[src/rtl/cnn_pkg.sv]
// Shared CNN fixed-point constants, state type and saturation helper.
// Used by the loss-gradient stage and the argmax tracker.
package cnn_pkg;

  localparam int WIDTH     = 16;
  localparam int FRAC_BITS = 8;
  localparam int ONE       = 1 << FRAC_BITS;

  typedef enum logic [1:0] {
    CE_IDLE    = 2'd0,
    CE_COMPUTE = 2'd1,
    CE_DONE    = 2'd2
  } ce_state_t;

  // Clamp a sign-extended value into the signed range of a w-bit word.
  function automatic logic signed [32:0] sat_w(
    input logic signed [32:0] v,
    input int                 w
  );
    logic signed [32:0] hi;
    logic signed [32:0] lo;
    hi = (33'sd1 <<< (w - 1)) - 33'sd1;
    lo = -(33'sd1 <<< (w - 1));
    if (v > hi) begin
      sat_w = hi;
    end else if (v < lo) begin
      sat_w = lo;
    end else begin
      sat_w = v;
    end
  endfunction

endpackage

[src/rtl/ce_grad_unit_argmax.sv]
// Running argmax: init seeds the max, each step compares one element.
// Strict compare keeps the lowest index on ties.
module argmax_tracker #(
  parameter int WIDTH = 16,
  parameter int IDX_W = 4
) (
  input  logic                    clk,
  input  logic                    rst_n,
  input  logic                    init_i,
  input  logic signed [WIDTH-1:0] init_val_i,
  input  logic                    step_i,
  input  logic signed [WIDTH-1:0] val_i,
  input  logic [IDX_W-1:0]        idx_i,
  output logic [IDX_W-1:0]        res_idx_o
);
  import cnn_pkg::*;

  logic signed [WIDTH-1:0] best_val_q;
  logic [IDX_W-1:0]        best_idx_q;
  logic                    gt;

  assign gt        = step_i && (val_i > best_val_q);
  assign res_idx_o = gt ? idx_i : best_idx_q;

  // hold the best value/index seen so far in this sample
  always_ff @(posedge clk or negedge rst_n) begin
    if (!rst_n) begin
      best_val_q <= '0;
      best_idx_q <= '0;
    end else if (init_i) begin
      best_val_q <= init_val_i;
      best_idx_q <= '0;
    end else if (gt) begin
      best_val_q <= val_i;
      best_idx_q <= idx_i;
    end
  end

endmodule

[src/rtl/ce_grad_unit.sv]
// Cross-entropy gradient generator: grad = p - onehot(label), one class/cycle.
// Statistics counters are built only when CE_GRAD_STATS_EN is defined.
module ce_grad_unit #(
  parameter int WIDTH       = cnn_pkg::WIDTH,
  parameter int FRAC_BITS   = cnn_pkg::FRAC_BITS,
  parameter int NUM_CLASSES = 10,
  parameter int LABEL_W     = $clog2(NUM_CLASSES) + 1
) (
  input  logic                                clk,
  input  logic                                reset,
  input  logic                                in_valid,
  output logic                                in_ready,
  input  logic [NUM_CLASSES-1:0][WIDTH-1:0]   probs,
  input  logic [LABEL_W-1:0]                  label,
  output logic                                out_valid,
  input  logic                                out_ready,
  output logic [NUM_CLASSES-1:0][WIDTH-1:0]   grad,
  output logic [LABEL_W-1:0]                  pred,
  output logic                                correct,
  output logic                                label_err,
  input  logic                                clear_stats,
  output logic [31:0]                         sample_count,
  output logic [31:0]                         correct_count
);
  import cnn_pkg::*;

  localparam int IDX_W = $clog2(NUM_CLASSES);

  localparam logic [1:0] S_IDLE    = CE_IDLE;
  localparam logic [1:0] S_COMPUTE = CE_COMPUTE;
  localparam logic [1:0] S_DONE    = CE_DONE;

  localparam logic [IDX_W-1:0] LAST_IDX = IDX_W'(NUM_CLASSES - 1);
  localparam logic [WIDTH:0]   ONE_X    =
    {{WIDTH{1'b0}}, 1'b1} << FRAC_BITS;

  logic [1:0]       state_q, state_d;
  logic [IDX_W-1:0] idx_q, idx_d;

  logic [NUM_CLASSES-1:0][WIDTH-1:0] probs_q;
  logic [NUM_CLASSES-1:0][WIDTH-1:0] grad_q;
  logic [LABEL_W-1:0]                label_q;
  logic [LABEL_W-1:0]                pred_q;
  logic                              correct_q;
  logic                              label_err_q;
  logic                              out_valid_q;

  logic                    accept;
  logic                    computing;
  logic                    last;
  logic                    out_fire;
  logic signed [WIDTH-1:0] p_cur;
  logic                    hit;
  logic signed [WIDTH:0]   diff;
  logic signed [32:0]      sat_full;
  logic [WIDTH-1:0]        g_cur;
  logic                    unused_sat;
  logic [IDX_W-1:0]        res_idx;

  assign in_ready  = reset && (state_q == S_IDLE);
  assign accept    = in_valid && in_ready;
  assign computing = (state_q == S_COMPUTE);
  assign last      = computing && (idx_q == LAST_IDX);
  assign out_fire  = out_valid_q && out_ready;

  assign p_cur      = probs_q[idx_q];
  assign hit        = !label_err_q && (LABEL_W'(idx_q) == label_q);
  assign diff       = {p_cur[WIDTH-1], p_cur} - (hit ? ONE_X : '0);
  assign sat_full   = sat_w(33'(diff), WIDTH);
  assign g_cur      = sat_full[WIDTH-1:0];
  assign unused_sat = ^sat_full[32:WIDTH];

  assign out_valid = out_valid_q;
  assign grad      = grad_q;
  assign pred      = pred_q;
  assign correct   = correct_q;
  assign label_err = label_err_q;

  argmax_tracker #(
    .WIDTH (WIDTH),
    .IDX_W (IDX_W)
  ) u_argmax (
    .clk        (clk),
    .rst_n      (reset),
    .init_i     (accept),
    .init_val_i (probs[0]),
    .step_i     (computing),
    .val_i      (p_cur),
    .idx_i      (idx_q),
    .res_idx_o  (res_idx)
  );

  // next state and class index
  always_comb begin
    state_d = state_q;
    idx_d   = idx_q;
    unique case (state_q)
      S_IDLE: begin
        if (accept) begin
          state_d = S_COMPUTE;
          idx_d   = '0;
        end
      end
      S_COMPUTE: begin
        if (last) begin
          state_d = S_DONE;
        end else begin
          idx_d = idx_q + 1'b1;
        end
      end
      S_DONE: begin
        if (out_ready) begin
          state_d = S_IDLE;
        end
      end
      default: state_d = S_IDLE;
    endcase
  end

  // control registers
  always_ff @(posedge clk or negedge reset) begin
    if (!reset) begin
      state_q <= S_IDLE;
      idx_q   <= '0;
    end else begin
      state_q <= state_d;
      idx_q   <= idx_d;
    end
  end

  // sample capture, per-class gradient and result registers
  always_ff @(posedge clk or negedge reset) begin
    if (!reset) begin
      probs_q     <= '0;
      label_q     <= '0;
      grad_q      <= '0;
      pred_q      <= '0;
      correct_q   <= 1'b0;
      label_err_q <= 1'b0;
      out_valid_q <= 1'b0;
    end else begin
      if (accept) begin
        probs_q     <= probs;
        label_q     <= label;
        label_err_q <= (label >= LABEL_W'(NUM_CLASSES));
      end
      if (computing) begin
        grad_q[idx_q] <= g_cur;
      end
      if (last) begin
        pred_q      <= LABEL_W'(res_idx);
        correct_q   <= !label_err_q &&
                       (LABEL_W'(res_idx) == label_q);
        out_valid_q <= 1'b1;
      end else if (out_fire) begin
        out_valid_q <= 1'b0;
      end
    end
  end

`ifdef CE_GRAD_STATS_EN
  logic [31:0] samp_q;
  logic [31:0] corr_q;

  // completed-sample statistics; clear beats a same-cycle handshake
  always_ff @(posedge clk or negedge reset) begin
    if (!reset) begin
      samp_q <= '0;
      corr_q <= '0;
    end else if (clear_stats) begin
      samp_q <= '0;
      corr_q <= '0;
    end else if (out_fire) begin
      samp_q <= samp_q + 32'd1;
      corr_q <= corr_q + {31'd0, correct_q};
    end
  end

  assign sample_count  = samp_q;
  assign correct_count = corr_q;
`else
  logic unused_clr;

  assign unused_clr    = clear_stats;
  assign sample_count  = '0;
  assign correct_count = '0;
`endif

endmodule

[config.mk]
export PLATFORM = sky130hd
export DESIGN_NAME = ce_grad_unit
export DESIGN_NICKNAME = d
export VERILOG_FILES = /design/src/rtl/cnn_pkg.sv /design/src/rtl/ce_grad_unit_argmax.sv /design/src/rtl/ce_grad_unit.sv
export SDC_FILE = /design/constraint.sdc
export NUM_CORES = 1
export LEC_CHECK = 0
export CAP_MARGIN = 30
export CELL_PAD_IN_SITES_DETAIL_PLACEMENT = 1
export CELL_PAD_IN_SITES_GLOBAL_PLACEMENT = 2
export CORE_ASPECT_RATIO = 0.75
export CORE_MARGIN = 2
export CORE_UTILIZATION = 32
export DETAILED_ROUTE_END_ITERATION = 16
export PLACE_DENSITY = 0.92
export SKIP_LAST_GASP = 1
export SYNTH_ARGS = -nofsm -noshare
export SYNTH_HDL_FRONTEND = slang
export SYNTH_SLANG_ARGS = --single-unit
[constraint.sdc]
create_clock -name clk -period 4.78 [get_ports clk]
set_input_delay 1.434 -clock clk [delete_from_list [all_inputs] [get_ports clk]]
set_output_delay 1.434 -clock clk [all_outputs]
set_load 0.005 [all_outputs]
---- After elaboration in Yosys (flattened, before gate mapping) ----
Index checks and enable logic that the tools add are counted.
word-level totals
  register bits after elaboration ......... 358
  latch bits .............................. 0
  bits in writable memories ............... 0
  bits in read-only memories .............. 0
  bits of input ports ..................... 170
  output and inout port bits .............. 233
  word-level logic and storage cells ...... 82
  memories kept ........................... 0
cells by class
  $add $sub $neg .......................... 2
  multiply operators ...................... 0
  divide/modulo/power cells ............... 0
  magnitude comparators ................... 6
  equal/unequal tests ..................... 9
  shift operators ......................... 0
  muxes and demuxes ....................... 21
  bitwise operators ....................... 0
  reductions and logical operators ........ 15
operator list
  kind                  number
  $bwmux 160            1
  $mux 16               6
  $bmux 16 s4           1
  $demux 16 s4          1
  $gt 17x16->1 const B  1
  $lt 17x16->1 const B  1
  $sub 16x10->17        1
  $gt 16x16->1          1
  $mux 4                4
  $eq 4x5->1            2
  $mux 9                1
  $logic_and 1x1->1     8
  $pmux 4 s2            1
  $mux 2                3
  $ne 2x2->1 const B    3
  $pmux 2 s3            1
  $reduce_and 3->1      2
  $reduce_bool 2->1     3
  $ge 5x4->1 const B    1
  $lt 4x5->1 const B    1
  $add 4x1->4 const B   1
  $eq 4x4->1 const B    1
  $ge 4x1->1 const B    1
  $eq 2x1->1 const B    1
  other kinds (5)       6

---- Longest topological paths before layout ----
Gate-level depths: netlist of run 1.
  word-level depth ........................ 8
  depth in mapped cells ................... 18
  depth with buffers taken out ............ 12

---- By module ----
A second synthesis of run 1 with hierarchy kept.
second synthesis, totals
  cells, all modules ...................... 1389
  area, all modules ....................... 16877.4 sq um
by module, submodules not included
  module          instances  cells an instance  area each (sq um)  seq. area each (sq um)
  ce_grad_unit    1          1232               15384.8            8458.1
  argmax_tracker  1          157                1492.7             500.5

---- Least setup slack after synthesis of run 1 ----
Ideal clock, no wire load.
  path type ............................... reg2reg
  from .................................... register idx_q[0]
  to ...................................... register u_argmax.best_val_q[10]
  library setup time ...................... 126 ps
  arrival ................................. 4049 ps
  required time ........................... 4654 ps
  path slack .............................. 605 ps
  stages on the path, launching flop included .. 18
  buffers on the path ..................... 7
  period minus slack after synthesis ...... 4175 ps
  path through ............................ dfrtp_1 buf_6 buf_6 buf_6 buf_2 buf_4 mux4_2 a221oi_1 a21oi_1 ha_1 nand3_1 nor3_1 o22ai_1 or3_1 o211a_1 clkbuf_1 clkbuf_1 a221o_1
on the way
  longest elaborated chain between the ends .. 5
  elaborated cells on any way between the ends .. 7
  classes of those cells .................. 1 x order compare; 4 x mux; 2 x reduce/logical
ends and longest elaborated chain
  item                               line                       text
  from (decl)                        ce_grad_unit.sv:38         logic [IDX_W-1:0] idx_q, idx_d;
  from (signal assigned)             ce_grad_unit.sv:127        idx_q <= idx_d;
  $bmux 16 s4 (*)                    ce_grad_unit.sv:66         assign p_cur = probs_q[idx_q];
  $mux 16 (implied by the code) (*)  ce_grad_unit.sv:66
  $gt 16x16->1                       ce_grad_unit_argmax.sv:22  assign gt = step_i && (val_i > best_val_q);
  $logic_and 1x1->1                  ce_grad_unit_argmax.sv:22
  $reduce_bool 2->1 (no line)        n/a
  to (signal assigned)               ce_grad_unit_argmax.sv:31  best_val_q <= init_val_i;
  to (signal assigned)               ce_grad_unit_argmax.sv:34  best_val_q <= val_i;
  to (decl)                          ce_grad_unit_argmax.sv:18  logic signed [WIDTH-1:0] best_val_q;
Mark *: on every way between the ends. The rest lies on a longest branch, timed or not. The select of a mux whose other input is x is not followed.
A chain may end at the register's enable or synchronous reset.

---- Final worst setup path of run 1 ----
  from .................................... register idx_q[0]
  to ...................................... register u_argmax.best_val_q[13]
The elaborated chain is that of the path after synthesis.

==> metrics.csv, run 1 <==
stage;metric;value;unit
run_status;status;finished, final reports clean;
sta;max-slew-margin-rel;0.3402;
place;post-dp-hpwl;37020;um
sta;hold_violations;0;
worst_setup_path;path_cells;buf_12, buf_4, mux2i_1, o22ai_1, o31a_1, ha_1, nand3_1, nor3_1, o22ai_1, nor2_1, o211a_1, buf_12, nor3_1, a221o_1;
synth;yosysWarnings;0;
worst_setup_path;critPathArrivalTime;4890;ps
synth;async_flop_share;1.000;
worst_hold_path;hold_path_end;grad[52];
sta;final.period_utilization;0.9349;
sta;rsz0062_at_grt;no;
power_and_ir_drop;vdd_drop_max;371.2;uV
synth;synth.area.top_cells;dfrtp_1, mux2_2, o21ai_0;
die;pin_count;403;
worst_setup_path;r2r_cells;14;
worst_setup_path;cp_slowest_cell;nor3_1;
sta;final.setup_skew;19.71;ps
die;start_util;0.3221;
clock_network;cts.htree.levels;2;
clock_network;cts_buffers;40;
power_and_ir_drop;p_leak;9.229;nW
die;dieWidth;262.6;um
clock_network;cts.clk_slew.worst_paths;60;ps
finish;nNetsFinal;1852;
die;row_count;71;
synth;synth_top_area_share;0.5581;
route;ant_nets;0;
worst_setup_path;crit_type;reg -> reg;
global_route;groute.usage.overall;0.1948;
finish;fillers;5212;
power_and_ir_drop;p_per_area;768.4;mW/mm^2
synth;synthTopCellsByCount;dfrtp_1, mux2_2, nand2_1;
synth;netlist-cell-type-count;57;
finish;drive_above_1_share;0.2173;
synth;syn_inst;1324;
die;die_h;198.0;um
synth;yosysSeqAreaShare;0.5581;
sta;setup_tns;0;ps
route;wl;50810;um
finish;seqCellArea;0.008965;sq mm
clock_network;post_cts_buffers;0;
place;io_buffers;336;
synth;synth_seq_cells;358;
worst_setup_path;start_kind;flop;
finish;syn2layout_area_growth;34.18;%
global_route;grt_pass1_vias;12360;
finish;stdcell_count;2347;
sta;setup_viol;0;
synth;yosysMostFrequentCell;dfrtp_1;
global_route;antenna_found_initial;3;
die;core-area;0.04984;sq mm
synth;synth_area;0.01605;sq mm
global_route;grt_max_degree;171;
run;drv_cap;0;
clock_network;cts_sinks;358;
clock_network;cts_resized;0;
synth;synth_top_cell_by_area;dfrtp_1;
global_route;grt_pass1_wl;77250;um
sta;max_freq;223.8;MHz
worst_setup_path;reg2reg_slack;310;ps
route;drc_errors;0;
sta;min_period;4469;ps
clock_network;hold_buffers;0;
worst_setup_path;critPathMaxStageDelay;580;ps
synth;synth_flop_cell;dfrtp_1;
place;routabilityCongestion;0.7993;
global_route;grt_overflow;0;
route;first_pass_iters;5;
worst_setup_path;required;5200;ps
worst_setup_path;crit_fanout;32;
clock_network;cts_buffer_depth;3;
worst_setup_path;rr_startpoint;idx_q[0];
die;dieArea;0.05199;sq mm
sta;slew_viol_final;0;
sta;worst_slew_pin_slew;989.7;ps
clock_network;cts_tree;done;
worst_hold_path;min-delay-start;grad[52];
worst_setup_path;r2r_end;u_argmax.best_val_q[13];
finish;multi_input_comb_area;0.006344;sq mm
route;drtIter0Drc;575;
route;vias;11410;
place;placedCellCount;2273;
clock_network;clk_latency;560;ps
clock_network;ctsRootBufferMaster;clkbuf_16;
worst_hold_path;hold_class;reg -> reg;
worst_hold_path;hold_depth;2;
route;routed_via_density;4.860;
synth;synth-edff-count;0;
worst_setup_path;end_kind;flop;
synth;synth.avg_cell_area;12.12;sq um
route;drt-wirelength-per-cell;21.65;um
-- where the power goes --
part,leakage (nW),switching [mW],internal (mW)
Sequential,4.39,0.890,4.51
Clock,0.662,1.31,1.86
Combinational,4.18,4.04,3.93
-- layout by cell type (no fill, tap or decap), types with 16 or more instances in the layout --
cell type and n:
mux2_2 209, o31ai_1 16, nor3_1 21, clkbuf_16 41, a21oi_1 29, mux2i_1 28
dfrtp_1 355, conb_1 65, ha_1 22, nor2_1 36, o21ai_0 113, nand2_1 150
buf_4 37, clkdlybuf4s50_1 335, a221o_1 17, inv_1 29, mux4_2 22
-- critical path: cells and delay by family, from the launching register on --
kind                     cells  cell delay [ps]
AO/OA/AOI/OAI                5             1450
AND/OR/NAND/NOR              4              970
buffers and inverters        3              700
flip-flops                   1              560
adder cells (fa/ha/maj)      1              360
multiplexers                 1              230
-- routing by layer --
metal,share of wire,global-route usage,vias to the layer above
li1,-,-,5204
met1,0.45,0.2652,5852
met3,0.037,0.03122,100
met4,0.033,0.06982,2
met5,0.00026,0,-
met2,0.48,0.3156,248
-- metrics by stage --
step           setup slack [ps]  instance area, sq um    util  hold WS (ps)  total power [mW]
2_1_floorplan             604.9                 16290       -         472.6             9.577
3_3_place_gp              472.4                 19980  0.4010         462.1             12.94
3_5_place_dp              440.8                 20140  0.4042         469.6             13.50
4_1_cts                   397.8                 21480  0.4310         482.3             16.78
5_1_grt                   175.9                 21540  0.4322         503.1             17.69
6_report                  311.1                 21540  0.4322         477.3             16.55
-- sequential cells by signal, indices dropped and copies added, names as in the netlist --
register and cells:
pred 4, state_q 2, out_valid 1, u_argmax.best_val_q 16, idx_q 4, correct 1
probs_q 160, u_argmax.best_idx_q 4, label_q 5, grad 160, label_err 1
-- logic make-up after synthesis --
kind of cell	count (synthesis)	synth area share
other cells	1	0.0002336
flops	358	0.5581
compound gates	231	0.09073
simple gates	259	0.07148
buf+inv	185	0.06244
fa+ha+maj	22	0.01715
mux	259	0.1949
xor+xnor	9	0.004911
-- worst max-delay path by stage --
stage	start	to	depth (start not counted)
after floorplan	idx_q[0]	u_argmax.best_val_q[10]	17
after global placement	idx_q[0]	grad[152]	12
after detailed placement	idx_q[0]	grad[105]	12
after CTS	idx_q[0]	grad[105]	12
after global routing	idx_q[0]	u_argmax.best_val_q[13]	14
final	idx_q[0]	u_argmax.best_val_q[13]	14
-- final cells by class --
type	count	share of cell area
Tap cell	657	0.03817
Sequential cell	358	0.4162
Inverter	29	0.005054
Timing Repair Buffer	386	0.1838
Multi-Input combinational cell	845	0.2945
Antenna cell	1	0.0001162
Clock buffer	58	0.05618
Clock inverter	13	0.005925
(Power assumes the default switching activity.)
==> run 2, diff against run 1 <==
- CORE_UTILIZATION: 32 -> 33
- PLACE_DENSITY: 0.92 -> 0.93
- SYNTH_HIERARCHICAL: default -> 1
==> metrics.csv, run 2 <==
stage;metric;value;unit;change
run_status;status;finished, final reports clean;;
synth;synth.avg_cell_area;12.15;sq um;+0.22%
finish;layout_commonest_cell;dfrtp_1;;
global_route;grt_pass1_vias;13860;;+12%
synth;synth_area;0.01688;sq mm;+5.1%
clock_network;cts_resized;0;;unchanged
place;post-dp-hpwl;40360;um;+9.0%
clock_network;cts_buffers;38;;-5.0%
synth;synth_top_cell_by_area;dfrtp_1;;
finish;final_area;0.02224;sq mm;+3.2%
power_and_ir_drop;p_leak;9.233;nW;about the same
clock_network;clk_latency;550;ps;about the same
clock_network;cts_tree;done;;
clock_network;cts_sinks;358;;unchanged
finish;final_cell_mix;dfrtp_1, clkdlybuf4s50_1, mux2_2;;
finish;n_antenna_cell;0;;-1
synth;synth_top_family_by_area;multiplexers;;
sta;final.setup_skew;19.14;ps;-0.5738 ps
global_route;groute.usage.overall;0.2108;;+0.01605
global_route;grt_overflow;0;;unchanged
route;drtIter0Drc;780;;+36%
run;drv_cap;0;;unchanged
place;place_area;0.02096;sq mm;+4.1%
route;drc_errors;0;;unchanged
power_and_ir_drop;p_per_area;824.4;mW/mm^2;+7.3%
finish;fillers;5290;;+1.5%
synth;synth-edff-count;0;;unchanged
finish;syn2layout_area_growth;31.76;%;
synth;synth_seq_cells;358;;unchanged
synth;syn_inst;1389;;+4.9%
die;pin_count;403;;unchanged
clock_network;cts.htree.levels;2;;unchanged
finish;multi_input_comb_area;0.007101;sq mm;+12%
worst_setup_path;start_kind;flop;;
sta;slew_viol_final;0;;unchanged
place;detailedPlace.worstSlack;271.0;ps;-169.7 ps
route;drt-wirelength-per-cell;23.40;um;+8.1%
die;row_count;71;;unchanged
die;core-area;0.05037;sq mm;+1.1%
finish;nNetsFinal;1918;;+3.6%
clock_network;post_cts_buffers;0;;unchanged
global_route;grt_max_degree;170;;-0.58%
worst_hold_path;hold_class;reg -> reg;;
synth;synth_top_area_share;0.5308;;-0.02731
sta;finalWorstSetupSlack;252.4;ps;-58.65 ps
synth;yosysMostFrequentCell;dfrtp_1;;
clock_network;ctsRootBufferMaster;clkbuf_16;;
worst_setup_path;end_kind;flop;;
finish;stdcell_count;2411;;+2.7%
synth;synth.area.top_cells;dfrtp_1, mux2_2, a311oi_1;;
route;first_pass_iters;4;;-1
finish;seqCellArea;0.008964;sq mm;about the same
finish;drive_above_1_share;0.2229;;+0.005631
sta;worst_slew_pin_slew;998.1;ps;+8.494 ps
synth;async_flop_share;1.000;;unchanged
worst_setup_path;crit_path_start;idx_q[1];;
worst_setup_path;crit_fanout;18;;-44%
route;ant_nets;0;;unchanged
synth;synth_xor_area_frac;0.006227;;+0.001317
synth;yosysSeqAreaShare;0.5308;;-0.02731
clock_network;cts_buffer_depth;3;;unchanged
synth;synthSimpleGateAreaFrac;0.09793;;+0.02645
route;vias;12460;;+9.2%
route;wl;56420;um;+11%
sta;final.period_utilization;0.9472;;+0.01227
sta;rsz0062_at_grt;no;;
worst_setup_path;rr_startpoint;idx_q[1];;
die;dieArea;0.05299;sq mm;+1.9%
global_route;antenna_found_initial;0;;-3
worst_setup_path;required;5230;ps;+30 ps
place;routabilityCongestion;0.7940;;-0.66%
route;routed_via_density;5.168;;+6.3%
clock_network;cts.clk_slew.worst_paths;70;ps;about the same
place;io_buffers;336;;unchanged
synth;netlist-cell-type-count;72;;+26%
place;placedCellCount;2342;;+3.0%
worst_setup_path;crit_type;reg -> reg;;
synth;synthTopCellsByCount;dfrtp_1, mux2_2, nor2_1;;
global_route;grt_pass1_wl;84770;um;+9.7%
power_and_ir_drop;total_power;18.33;mW;+11%
die;dieWidth;265.1;um;+0.96%
clock_network;hold_buffers;0;;unchanged
sta;min_period;4528;ps;+58.65 ps
synth;synth-compound-area-share;0.1162;;+0.02551
synth;muxShareOfSynthArea;0.1651;;-0.02985
sta;hold_violations;0;;unchanged
power_and_ir_drop;vdd_drop_max;397.4;uV;+7.1%
synth;synth_flop_cell;dfrtp_1;;
worst_setup_path;critPathArrivalTime;4980;ps;+90 ps
die;start_util;0.3351;;+0.01299
die;die_h;199.9;um;+0.95%
synth;yosysWarnings;6;;+6
synth;synthAdderAreaFrac;0.01631;;-0.0008391
sta;setup_viol;0;;unchanged
sta;max_freq;220.9;MHz;-1.3%
sta;max-slew-margin-rel;0.3294;;-0.01078
sta;setup_tns;0;ps;unchanged
worst_hold_path;min-delay-start;grad[59];;
==> run 2: final timing paths <==
path / cells after the start / endpoint / slack [ps]
setup / recovery: 16 / correct / 250
hold / removal: 2 / grad[59] / 480
setup reg to reg: 16 / correct / 250
hold reg to reg: 2 / grad[59] / 480
max in group asynchronous: 3 / grad[70] / 2240
min in group asynchronous: 2 / correct / 1070
==> run 2: area by class of cell <==
class,count,share of cell area
flip-flops and latches,358,0.4031
multi-input cells,893,0.3193
repair buffers,399,0.1783
clock buffers,52,0.05013
well taps,657,0.03697
clock inverters,16,0.006133
inverters,36,0.006077
==> run 2: layer usage <==
metal	wire [um]	GRT usage
met5	0	0
met4	1472	0.06319
met3	2543	0.04109
met2	27270	0.3569
met1	25140	0.2755
==> run 2: worst max-delay path, cell delays in order (launching register included) <==
cell       delay, ps
dfrtp_2          740
buf_4            250
mux4_2           340
a22oi_1          340
a2bb2oi_2        220
inv_1             80
ha_1             340
a21oi_1          160
o21ai_0          160
a21oi_1          440
a31oi_2          210
buf_4            210
o21ai_0          300
nand2_1          180
xnor2_1          180
nand4_1          110
o21ai_0          160
==> run 2: power breakdown <==
part           internal [mW]  switching, mW
Combinational           4.52           5.30
Sequential              4.56          0.951
Clock                   1.74           1.27
==> run 2: per-stage QoR <==
step / utilization / hold slack (ps)
floorplan: - / 469.8
global placement: 0.4150 / 461.0
detailed placement: 0.4162 / 469.6
CTS: 0.4410 / 483.6
global route: 0.4415 / 514.5
finish: 0.4415 / 475.1
==> run 2: cells by family (layout without fill, tap and decap cells) <==
family / count (synthesis) / in the layout
flip-flops: 358 / 358
AND/OR/NAND/NOR: 317 / 317
AO/OA/AOI/OAI: 249 / 249
multiplexers: 228 / 228
buffers and inverters: 202 / 503
adder cells (fa/ha/maj): 22 / 22
XOR/XNOR: 12 / 12
other: 1 / 65
